`config.mk`:
```
export PLATFORM = sky130hd
export DESIGN_NAME = uart_rx
export DESIGN_NICKNAME = d
export VERILOG_FILES = /design/src/rtl/uart_pkg.sv /design/src/rtl/sync_2ff.sv /design/src/rtl/uart_rx.sv
export SDC_FILE = /design/constraint.sdc
export NUM_CORES = 1
export LEC_CHECK = 0
export BUFFER_PORTS_ARGS = -buffer_cell sky130_fd_sc_hd__buf_4
export CORE_ASPECT_RATIO = 1.4
export CORE_MARGIN = 2
export CORE_UTILIZATION = 56
export DETAILED_ROUTE_END_ITERATION = 16
export GPL_ROUTABILITY_DRIVEN = 1
export PLACE_DENSITY = 0.76
export SLEW_MARGIN = 40
export SYNTH_ARGS = -nofsm -noshare
export SYNTH_HDL_FRONTEND = slang
export SYNTH_SLANG_ARGS = --single-unit
```
`constraint.sdc`:
```
create_clock -name clk -period 2.7 [get_ports clk]
set_input_delay 0.54 -clock clk [delete_from_list [all_inputs] [get_ports clk]]
set_output_delay 0.54 -clock clk [all_outputs]
set_load 0.03 [all_outputs]
```
`src/rtl/uart_pkg.sv`:
```
// Shared UART definitions: FSM state codes and bit-period helper.
// Used by both the transmitter and the receiver.
package uart_pkg;

  localparam logic [2:0] IDLE  = 3'd0;
  localparam logic [2:0] START = 3'd1;
  localparam logic [2:0] DATA  = 3'd2;
  localparam logic [2:0] STOP  = 3'd3;
  localparam logic [2:0] BREAK = 3'd4;

  function automatic int bit_cycles(
    input int clk_freq,
    input int baudrate
  );
    return clk_freq / baudrate;
  endfunction

endpackage

```
`src/rtl/sync_2ff.sv`:
```
// Two-flop synchroniser for a single asynchronous input.
// Resets to 1 so an idle-high line does not look like an edge.
module sync_2ff (
  input  logic clk,
  input  logic rst_n,
  input  logic d,
  output logic q
);

  logic meta;

  always_ff @(posedge clk or negedge rst_n) begin
    if (!rst_n) begin
      meta <= 1'b1;
      q    <= 1'b1;
    end else begin
      meta <= d;
      q    <= meta;
    end
  end

endmodule

```
`src/rtl/uart_rx.sv`:
```
// 8N1 UART receiver: mid-bit sampling, LSB first,
// sticky byte-ready / frame-error / overrun flags.
module uart_rx
  import uart_pkg::*;
#(
  parameter int Nbit     = 8,
  parameter int baudrate = 5,
  parameter int clk_freq = 50
) (
  input  logic            clk,
  input  logic            reset,
  input  logic            SerialDataIn,
  input  logic            clr_rx_flag,
  output logic [Nbit-1:0] DataRx,
  output logic            endRx_flag,
  output logic            frame_error,
  output logic            overrun
);

  localparam int BC = bit_cycles(clk_freq, baudrate);
  localparam int CW = $clog2(BC);
  localparam int BW = $clog2(Nbit + 1);

  localparam logic [CW-1:0] CNT_LAST = CW'(BC - 1);
  localparam logic [CW-1:0] CNT_HALF = CW'(BC / 2 - 1);
  localparam logic [BW-1:0] BIT_LAST = BW'(Nbit - 1);

  logic            rx_s;
  logic            rx_q;
  logic            fall;
  logic            tick;
  logic [2:0]      state;
  logic [CW-1:0]   cnt;
  logic [BW-1:0]   bit_idx;
  logic [Nbit-1:0] shreg;

  sync_2ff u_sync (
    .clk   (clk),
    .rst_n (reset),
    .d     (SerialDataIn),
    .q     (rx_s)
  );

  assign fall = rx_q & ~rx_s;
  assign tick = (cnt == CNT_LAST);

  always_ff @(posedge clk or negedge reset) begin
    if (!reset) rx_q <= 1'b1;
    else        rx_q <= rx_s;
  end

  // Counter restarts at mid-start so later ticks land mid-bit.
  always_ff @(posedge clk or negedge reset) begin
    if (!reset) begin
      cnt <= '0;
    end else if (state == IDLE || state == BREAK) begin
      cnt <= '0;
    end else if (state == START && cnt == CNT_HALF) begin
      cnt <= '0;
    end else if (tick) begin
      cnt <= '0;
    end else begin
      cnt <= cnt + CW'(1);
    end
  end

  always_ff @(posedge clk or negedge reset) begin
    if (!reset) begin
      state       <= IDLE;
      bit_idx     <= '0;
      shreg       <= '0;
      DataRx      <= '0;
      endRx_flag  <= 1'b0;
      frame_error <= 1'b0;
      overrun     <= 1'b0;
    end else begin
      if (clr_rx_flag) begin
        endRx_flag  <= 1'b0;
        frame_error <= 1'b0;
        overrun     <= 1'b0;
      end
      unique case (state)
        IDLE: begin
          if (fall) state <= START;
        end
        START: begin
          if (cnt == CNT_HALF) begin
            bit_idx <= '0;
            state   <= rx_s ? IDLE : DATA;
          end
        end
        DATA: begin
          if (tick) begin
            shreg <= {rx_s, shreg[Nbit-1:1]};
            if (bit_idx == BIT_LAST) begin
              bit_idx <= '0;
              state   <= STOP;
            end else begin
              bit_idx <= bit_idx + BW'(1);
            end
          end
        end
        STOP: begin
          if (tick) begin
            if (rx_s) begin
              DataRx     <= shreg;
              endRx_flag <= 1'b1;
              if (endRx_flag) overrun <= 1'b1;
              state      <= IDLE;
            end else begin
              frame_error <= 1'b1;
              state       <= BREAK;
            end
          end
        end
        BREAK: begin
          if (rx_s) state <= IDLE;
        end
        default: state <= IDLE;
      endcase
    end
  end

endmodule

```
# == Word level (Yosys, flattened, before mapping) ==
# Cells that the tools add are included.
# word_totals
inputBits,4
ff_bits,33
wordCells,65
# classes
bitwise_logic,2
eq_ne,13
addsub,2
mux,29
reduce_logical,8
# ops
operator,n
$mux 4,6
$mux 3,7
$pmux 3 s5,1
$mux 1,13
$add 4x1->4 const B,2
$eq 4x3->1 const B,2
$ne 2x2->1 const B,4
$pmux 4 s2,1
$eq 3x2->1 const B,2
$reduce_and 3->1,2
$reduce_and 6->1,1
$eq 4x4->1 const B,1
$ne 2x1->1 const B,2
$eq 3x1->1 const B,1
$eq 3x3->1 const B,1
$logic_not 3->1,1
$mux 2,1
$reduce_and 2->1,1
$reduce_bool 2->1,1
$and 1x1->1,1
$logic_and 1x1->1,1
$logic_or 1x1->1,1
$not 1->1,1

# == Longest topological paths before layout ==
# Gate-level depths: netlist of run 1.
# logic_depth
word_depth,5
mapped_depth,6

# == Hierarchy ==
# A second synthesis of run 1 with hierarchy kept.
# hier_totals
cells_unflattened,111
hier_area_um2,1473.9
# modules_own_cells
mod,n_inst,area_per_inst_um2,cells_each
uart_rx,1,1421.4,109
sync_2ff,1,52.6,2

# == Worst setup path before layout of run 1 ==
# No wires, ideal clock.
# synth_path
kind,register -> register
start,reg state[2]
end,reg state[0]
synth_period_minus_slack_ns,1.593
setup_time_ns,0.125
arrival_ns,1.468
setup_slack_ns,1.107
path_stages_with_launch,6
path_cell_list,dfrtp_1 -> buf_6 -> or3b_1 -> a32oi_1 -> o211ai_1 -> mux2_4
# synth_between
elab_chain_cells,3
word_cells_on_any_way,13
cone_classes,eq/ne: 10; mux: 1; reduce/logical: 2
# synth_lines
element,line,source
from (decl),uart_rx.sv:32,logic [2:0] state;
from (signal assigned),uart_rx.sv:89,state <= rx_s ? IDLE : DATA;
"$eq 3x2->1, or another cell as far along",uart_rx.sv:82,unique case (state)
$ne 2x2->1 (no line) / $ne 2x1->1 (equally long branches),--,
$reduce_and 6->1 (no line),--,
# Several ways; a longest one is shown, not always the timed one.
# A chain may end at the register's enable or synchronous reset.

# == Worst setup path after layout of run 1 ==
# layout_path
start,reg state[0]
end,reg state[0]
# The elaborated chain is that of the path after synthesis.

==> impl_metrics.json, run 1 <==
{
  "status": "finished, final reports clean",
  "p_per_area_mw_per_mm2": 692,
  "path_class": "reg -> reg",
  "wl_met1_um": 1020,
  "routed_via_density": 5.54,
  "finalCritPeriodShare": 0.653,
  "place_congestion": 0.844,
  "rsz0062_at_grt": "no",
  "root_buffer": "clkbuf_4",
  "drive_gt1_frac": 0.328,
  "numPortBuffers": 14,
  "route.met3.wl_um": 78,
  "synth_nets": 122,
  "final_core_util": 0.670,
  "fin_crit_ps": 1760,
  "dr_wl_met2_um": 1130,
  "initial_core_util": 0.593,
  "dr.pass1.iters": 4,
  "syn_area_per_cell_um2": 12.6,
  "dieHeight_um": 63.8,
  "max_freq_mhz": 567,
  "post_cts.repair.setup_buffers": 0,
  "drv_cap": 0,
  "drtIter0Drc": 32,
  "via_count": 931,
  "clock_path_buffers": 2,
  "muxShareOfSynthArea": 0.136,
  "highest_layer": "met4",
  "synth_compound_area_frac": 0.0803,
  "grt_start_max_net_pins": 34,
  "start_kind": "flop",
  "clk-insertion-delay-late_ps": 330,
  "synth_top_family_by_area": "multiplexers",
  "grt_remaining_overflow": 0,
  "grt_first_pass_wirelength_um": 4060,
  "drv_slew": 0,
  "dpl.hpwl_um": 1620,
  "die-area_mm2": 0.00298,
  "coreArea_mm2": 0.00242,
  "crit_required_ps": 2930,
  "slew-limit-headroom": 0.637,
  "finClkSkew_ps": 8.74,
  "async_reset_ff_frac": 1.00,
  "cts_hold_buf": 0,
  "ys_seq_area_frac": 0.579,
  "grt_pass1_vias": 935,
  "yosysWarnings": 0,
  "hold_class": "in -> async",
  "cp-end-kind": "flop",
  "io_pins": 15,
  "area_growth_pct": 13.0,
  "rows": 21,
  "p_leak_nw": 0.793,
  "drt-total-wl_um": 2270,
  "synth_area_mm2": 0.00143,
  "htree_levels": 2,
  "ir_worst_vdd_v": 0.000582,
  "cts_sinks": 33,
  "synth_edf_count": 0,
  "wl_per_cell_um": 13.5,
  "synthSimpleGateAreaFrac": 0.128,
  "drc": 0,
  "antenna_found_initial": 0,
  "cts_tree": "done",
  "die-width_um": 46.7,
  "antenna_cells": 0,
  "arrival_ps": 1990,
  "cts_resized": 0,
  "total_power_mw": 1.12,
  "netlist_instances": 114,
  "cts_buffers": 5,
  "synthAdderAreaFrac": 0.0349,
  "finalHoldViolCount": 0,
  "finalSetupTns_ps": 0,
  "drtAntennaViolNets": 0,
  "cp_max_fo": 10,
  "synth-xor-area-share": 0.0122,
  "worst_pin_slew_ps": 544,
  "synth-main-ff-cell": "dfrtp_1",
  "setup_viol": 0,
  "grtUsageTotal": 0.191,
  "yosysUniqueCellTypes": 35,
  "ys_ff_latch": 33,
  "nets": 141,
  "path_clk_slew_ps": 100
}
power by group:
part	total (mW)	leakage, nW	internal (mW)	switching, mW
sequential	0.608	0.444	0.541	0.0669
combinational	0.250	0.318	0.122	0.128
clock	0.262	0.0310	0.0980	0.164
per-stage QoR:
step / setup slack (ps) / std cells / hold slack, ps / instance area [um2]
CTS: 948 / 168 / 123 / 1620
global placement: 1030 / 160 / 346 / 1560
floorplan: 1110 / 114 / 244 / 1430
global route: 760 / 168 / 135 / 1620
finish: 936 / 168 / 120 / 1620
detailed placement: 953 / 160 / 349 / 1560
cell type report:
| type | instances | area, um2 |
|---|---|---|
| clock buffer | 5 | 37.5 |
| fill | 206 | 798 |
| timing repair buffer | 14 | 105 |
| multi-input combinational | 72 | 561 |
| sequential | 33 | 830 |
| inverter | 7 | 26.3 |
| clock inverter | 3 | 17.5 |
| tap | 34 | 42.5 |
flip-flops by register name (all words and copies together) (netlist names):
| signal | cells |
|---|---|
| DataRx | 8 |
| bit_idx | 4 |
| cnt | 4 |
| endRx_flag | 1 |
| frame_error | 1 |
| overrun | 1 |
| rx_q | 1 |
| shreg | 8 |
| state | 3 |
| u_sync.meta | 1 |
| u_sync.q | 1 |
layout by cell type (no fill, tap or decap), types with 2 or more instances in the layout:
cell type / netlist / final
dfrtp_1: 30 / 30
mux2_2: 16 / 16
buf_4: 0 / 14
nor2_1: 8 / 8
inv_1: 7 / 7
nand2_1: 6 / 6
o21ai_0: 5 / 5
clkbuf_4: 0 / 5
ha_1: 4 / 4
nor3b_1: 3 / 3
nand3b_1: 3 / 3
dfstp_2: 3 / 3
and3b_1: 2 / 2
o22ai_1: 2 / 2
or3b_1: 2 / 2
a21oi_1: 2 / 2
clkinv_2: 0 / 2
critical path: stages (launching register included):
cell      delay [ps]
dfrtp_1          490
nor3b_1          460
o21ai_1          220
o211ai_1         170
mux2_4           320
path summary, 6_finish.rpt:
check,from,end,slack (ps),depth (start not counted)
max in group asynchronous,reset,u_sync.q,2250,1
worst min-delay path,reset,bit_idx[2],120,1
min in group clk,SerialDataIn,u_sync.meta,320,1
worst max register to register,state[0],state[0],940,4
worst max-delay path,state[0],state[0],940,4
worst min register to register,u_sync.meta,u_sync.q,360,0
cell usage after synthesis (2+ instances only):
cell type / n / area share
dfrtp_1: 30 / 0.52
and3b_1: 2 / 0.012
inv_1: 7 / 0.018
dfstp_2: 3 / 0.055
o22ai_1: 2 / 0.0087
nor3b_1: 3 / 0.016
nand3b_1: 3 / 0.016
a21oi_1: 2 / 0.0070
or3b_1: 2 / 0.012
nor2_1: 8 / 0.021
ha_1: 4 / 0.035
nand2_1: 6 / 0.016
mux2_2: 16 / 0.13
o21ai_0: 5 / 0.017
cell families (layout without fill, tap and decap cells):
group / after synthesis / in the layout
AO/OA/AOI/OAI: 18 / 18
XOR/XNOR: 2 / 2
adder cells (fa/ha/maj): 4 / 4
buffers and inverters: 9 / 29
flip-flops: 33 / 33
multiplexers: 17 / 17
AND/OR/NAND/NOR: 31 / 31
per-layer routing:
layer,global-route usage,vias up
met5,0,-
met4,0.0729,0
met3,0.0678,5
met2,0.292,16
met1,0.247,467
li1,-,443
No activity file was read; power rests on OpenSTA's default activity.
==> run 2, diff against run 1 <==
CORE_UTILIZATION = 51   (was 56)
PLACE_DENSITY = 0.73   (was 0.76)
clock period = 1.6 ns   (was 2.7 ns; I/O delays follow)
==> impl_metrics.json, run 2 (same netlist as run 1, synthesis figures left out) <==
{
  "grt_remaining_overflow": 0,
  "dieHeight_um": 66.7,
  "fill_cells": 209,
  "io_pins": 15,
  "p_leak_nw": 0.916,
  "clock_path_buffers": 2,
  "initial_core_util": 0.542,
  "die-area_mm2": 0.00326,
  "numPortBuffers": 14,
  "ir_worst_vdd_v": 0.000910,
  "drv_slew": 0,
  "grtUsageTotal": 0.197,
  "place_area_mm2": 0.00168,
  "rows": 22,
  "multi_input_area_um2": 659,
  "path_cells": "or3b_4 -> a32oi_2 -> o211ai_1 -> mux2_4",
  "finalSetupTns_ps": -493,
  "holdPathEnd": "u_sync.meta",
  "drtAntennaViolNets": 0,
  "use_met3": 0.0538,
  "finalCritPeriodShare": 1.06,
  "pwr-share-seq": 0.445,
  "via_count": 1054,
  "final_cell_mix": "buf_4 (33), dfrtp_1 (29), mux2_2 (14)",
  "dp_cells": 177,
  "clk-insertion-delay-late_ps": 340,
  "met2_usage": 0.360,
  "max_freq_mhz": 592,
  "routed_via_density": 5.49,
  "worst_hold_startpoint": "SerialDataIn",
  "layout_commonest_cell": "buf_4",
  "cts_buffers": 5,
  "r2r_start": "rx_q",
  "violations": "setup timing",
  "slew-limit-headroom": 0.729,
  "reg2reg_to": "state[0]",
  "path_class": "reg -> reg",
  "grt_first_pass_wirelength_um": 4630,
  "finClkSkew_ps": 8.41,
  "antenna_found_initial": 0,
  "dr.pass1.iters": 4,
  "drt-total-wl_um": 2930,
  "drv_cap": 0,
  "setup_viol": 12,
  "coreArea_mm2": 0.00264,
  "reg2reg_slack_ps": -90,
  "arrival_ps": 1920,
  "dpl.hpwl_um": 1940,
  "grt_util_met1": 0.201,
  "seq_area_um2": 831,
  "fin_ws_ps": -90.4,
  "finalHoldViolCount": 0,
  "crit_required_ps": 1830,
  "worst_pin_slew_ps": 407,
  "drc": 0,
  "grt_start_max_net_pins": 34,
  "area_growth_pct": 31.4,
  "combinationalPowerShare": 0.360,
  "drive_gt1_frac": 0.487,
  "hold_slack_ps": 88.4,
  "cp-end-kind": "flop",
  "stdcell_count": 192,
  "wl_per_cell_um": 15.3,
  "switching_power_mw": 0.740,
  "rsz0062_at_grt": "yes",
  "cts_tree": "done",
  "die-width_um": 48.8,
  "cts_sinks": 33,
  "r2r_cells": 4,
  "dpl_worst_slack_ps": -65.7,
  "hold_class": "in -> reg",
  "p_int_mw": 1.49,
  "htree_levels": 2,
  "place_congestion": 0.753,
  "start_kind": "flop",
  "cp_max_fo": 2,
  "root_buffer": "clkbuf_4",
  "status": "complete, but fails checks",
  "cp_slowest_stage_delay_ps": 520,
  "p_clk_frac": 0.195,
  "path_clk_slew_ps": 100,
  "p_per_area_mw_per_mm2": 1190,
  "cpMaxStageDelayCell": "dfstp_2",
  "drtIter0Drc": 20,
  "grt_pass1_vias": 1056,
  "p_sw_frac": 0.331,
  "antenna_cells": 0,
  "nets": 163,
  "busiest_layer": "met2",
  "design_area_mm2": 0.00188,
  "reg.largest.list": "DataRx x8, shreg x8",
  "fin_crit_ps": 1690,
  "whs_path_depth": 1
}
[run 2: cell count changes in the layout (fill, tap and decap cells not counted), sizes merged]
| cell | before | now |
|---|---|---|
| buf | 14 | 34 |
| clkbuf | 5 | 6 |
| clkinvlp | 1 | 0 |
| dlygate4sd3 | 0 | 1 |
| nand3 | 2 | 3 |
[run 2: critical path, delay by kind of cell (launching register included)]
family / cells / cell delay [ps]
flops: 1 / 520
compound gates: 2 / 400
simple gates: 1 / 360
mux: 1 / 320
[run 2: final cells by class]
type	count	area share
repair buffers	35	0.143
multi-input cells	73	0.350
flip-flops and latches	33	0.441
clock buffers	6	0.0219
clock inverters	2	0.00532
well taps	36	0.0239
inverters	7	0.0140
[run 2: worst max-delay path by stage]
stage	startpoint	to	slack (ps)	depth (start not counted)
after floorplan	state[2]	state[0]	7	5
after global placement	state[2]	bit_idx[3]	-3	6
after detailed placement	state[2]	bit_idx[2]	-70	6
after CTS	rx_q	state[0]	-50	4
after global routing	state[0]	bit_idx[3]	-110	5
final	rx_q	state[0]	-90	4
[run 2: metrics by stage]
step,utilization,power [mW]
2_1_floorplan,-,1.36
3_3_place_gp,0.635,1.57
3_5_place_dp,0.635,1.62
4_1_cts,0.670,2.10
5_1_grt,0.712,2.37
6_report,0.712,2.23
[run 2: power by group through the flow]
stage | sequential [mW] | combinational, mW | clock [mW]
floorplan | 0.989 | 0.373 | 0
detailed placement | 1.00 | 0.615 | 0
CTS | 0.980 | 0.672 | 0.449
finish | 0.994 | 0.804 | 0.436
global placement | 0.998 | 0.571 | 0
global route | 1.00 | 0.873 | 0.492
[run 2: timing repair]
item / CTS / global route
endpoints found under the setup margin: 19 / 22
hold endpoints to repair: 30 / 0
gates resized for setup: 3 / 20
buffers inserted: 2 / 3
cloned: 0 / 1
hold buffers: 1 / 0
pin swaps: 1 / 5
[run 2: per-layer routing]
layer  wire length, um  vias up
li1                  -      488
met1              1100      531
met2              1590       24
met3               108       11
met4               131        0
met5                 0        -
==> run 3, diff against run 2 <==
PLACE_DENSITY = 0.83   (was 0.73)
==> impl_metrics.json, run 3 (same netlist as run 1, synthesis figures left out) <==
{
  "status": "complete, but fails checks",
  "violations": "setup timing",
  "start_kind": "flop",
  "antenna_cells": 0,
  "path_class": "reg -> reg",
  "io_pins": 15,
  "grt_first_pass_wirelength_um": 4420,
  "finClkSkew_ps": 8.23,
  "drv_cap": 0,
  "wl_per_cell_um": 15.3,
  "drt-total-wl_um": 2880,
  "root_buffer": "clkbuf_4",
  "numPortBuffers": 14,
  "drtAntennaViolNets": 0,
  "rows": 22,
  "hold_slack_ps": 86.5,
  "p_clk_frac": 0.269,
  "arrival_ps": 1940,
  "slew-limit-headroom": 0.729,
  "max_freq_mhz": 588,
  "grt_start_max_net_pins": 34,
  "p_per_area_mw_per_mm2": 1260,
  "nets": 159,
  "via_count": 1001,
  "routed_via_density": 5.32,
  "area_growth_pct": 33.4,
  "drtIter0Drc": 14,
  "p_leak_nw": 0.915,
  "crit_required_ps": 1840,
  "reg.largest.list": "DataRx x8, shreg x8",
  "ir_worst_vdd_v": 0.00108,
  "finalHoldViolCount": 0,
  "clock_path_buffers": 2,
  "grt_remaining_overflow": 0,
  "setup_viol": 9,
  "fin_ws_ps": -99.4,
  "worst_pin_slew_ps": 407,
  "initial_core_util": 0.542,
  "fin_crit_ps": 1700,
  "startpoint": "rx_q",
  "cts_buffers": 5,
  "drive_gt1_frac": 0.480,
  "cp_max_fo": 2,
  "final_cell_mix": "buf_4 (29), dfrtp_1 (28), mux2_4 (9)",
  "pwr-share-seq": 0.422,
  "dpl_worst_slack_ps": -85.0,
  "rsz0062_at_grt": "yes",
  "p_sw_frac": 0.301,
  "clk-insertion-delay-late_ps": 340,
  "switching_power_mw": 0.723,
  "drv_slew": 0,
  "fill_cells": 176,
  "dieHeight_um": 66.7,
  "p_int_mw": 1.68,
  "layout_commonest_cell": "buf_4",
  "hold_class": "in -> reg",
  "path_clk_slew_ps": 100,
  "place_congestion": 0.782,
  "grtUsageTotal": 0.185,
  "cp-end-kind": "flop",
  "antenna_found_initial": 0,
  "coreArea_mm2": 0.00264,
  "cts_tree": "done",
  "grt_pass1_vias": 979,
  "dr.pass1.iters": 4,
  "finalCritPeriodShare": 1.06,
  "htree_levels": 2,
  "dpl.hpwl_um": 1860,
  "r2r_start": "rx_q",
  "worst_hold_startpoint": "SerialDataIn",
  "combinationalPowerShare": 0.309,
  "drc": 0,
  "cts_sinks": 33,
  "die-width_um": 48.8,
  "die-area_mm2": 0.00326
}
[run 3: cell types whose count changed in the layout (fill, tap and decap cells not counted), moves of 2 or more]
cell | previous run | this run
o21ai_1 | 3 | 1
buf_4 | 33 | 29
clkinv_2 | 2 | 0
mux2_4 | 3 | 9
mux2_2 | 14 | 8
[run 3: power groups by stage]
stage	logic (mW)	registers (mW)	clock network [mW]
floorplan	0.373	0.989	0
global placement	0.543	0.995	0
detailed placement	0.576	1.00	0
CTS	0.611	0.989	0.663
global route	0.800	1.03	0.697
finish	0.743	1.01	0.646
[run 3: routing by layer]
| layer | vias to the layer above | track usage | share of wire |
|---|---|---|---|
| li1 | 481 | - | - |
| met1 | 498 | 0.194 | 0.39 |
| met2 | 16 | 0.334 | 0.55 |
| met3 | 6 | 0.0561 | 0.039 |
| met4 | 0 | 0.0964 | 0.018 |
| met5 | - | 0 | 0 |
[run 3: per-stage QoR]
step / total power, mW / TNS [ps] / cells / area, um2 / utilization
detailed placement: 1.58 / -1110 / 173 / 1650 / 0.624
global placement: 1.54 / 0 / 173 / 1650 / 0.624
global route: 2.52 / -1330 / 188 / 1910 / 0.723
floorplan: 1.36 / 0 / 114 / 1430 / -
CTS: 2.26 / -604 / 184 / 1770 / 0.669
finish: 2.40 / -478 / 188 / 1910 / 0.723
[run 3: worst max-delay path, stage by stage (launching register included)]
cell,delay (ps)
dfstp_2,520
or3b_4,360
a32oi_2,240
o211ai_1,160
mux2_4,320
[run 3: path summary, 6_finish.rpt]
kind | endpoint | cells past startpoint | slack, ps
max | state[0] | 4 | -100
min | u_sync.meta | 1 | 90
max reg2reg | state[0] | 4 | -100
min reg2reg | u_sync.q | 0 | 360
max in group asynchronous | u_sync.q | 2 | 820
min in group asynchronous | bit_idx[1] | 2 | 440
[run 3: repair_timing]
| item | CTS | global route |
|---|---|---|
| setup buffers | 2 | 4 |
| pin swaps | 1 | 5 |
| resized for setup | 2 | 26 |
| endpoints found under the hold margin | 30 | 0 |
| hold buffers | 1 | 0 |
| endpoints found under the setup margin | 19 | 22 |
[run 3: cell type report]
| cell class | count | area (um2) | share of cell area |
|---|---|---|---|
| sequential | 33 | 832 | 0.435 |
| clock buffer | 7 | 55.1 | 0.0288 |
| clock inverter | 1 | 30.0 | 0.0157 |
| timing repair buffer | 32 | 259 | 0.136 |
| multi-input combinational | 72 | 663 | 0.347 |
| inverter | 7 | 26.3 | 0.0138 |
| tap | 36 | 45.0 | 0.0236 |
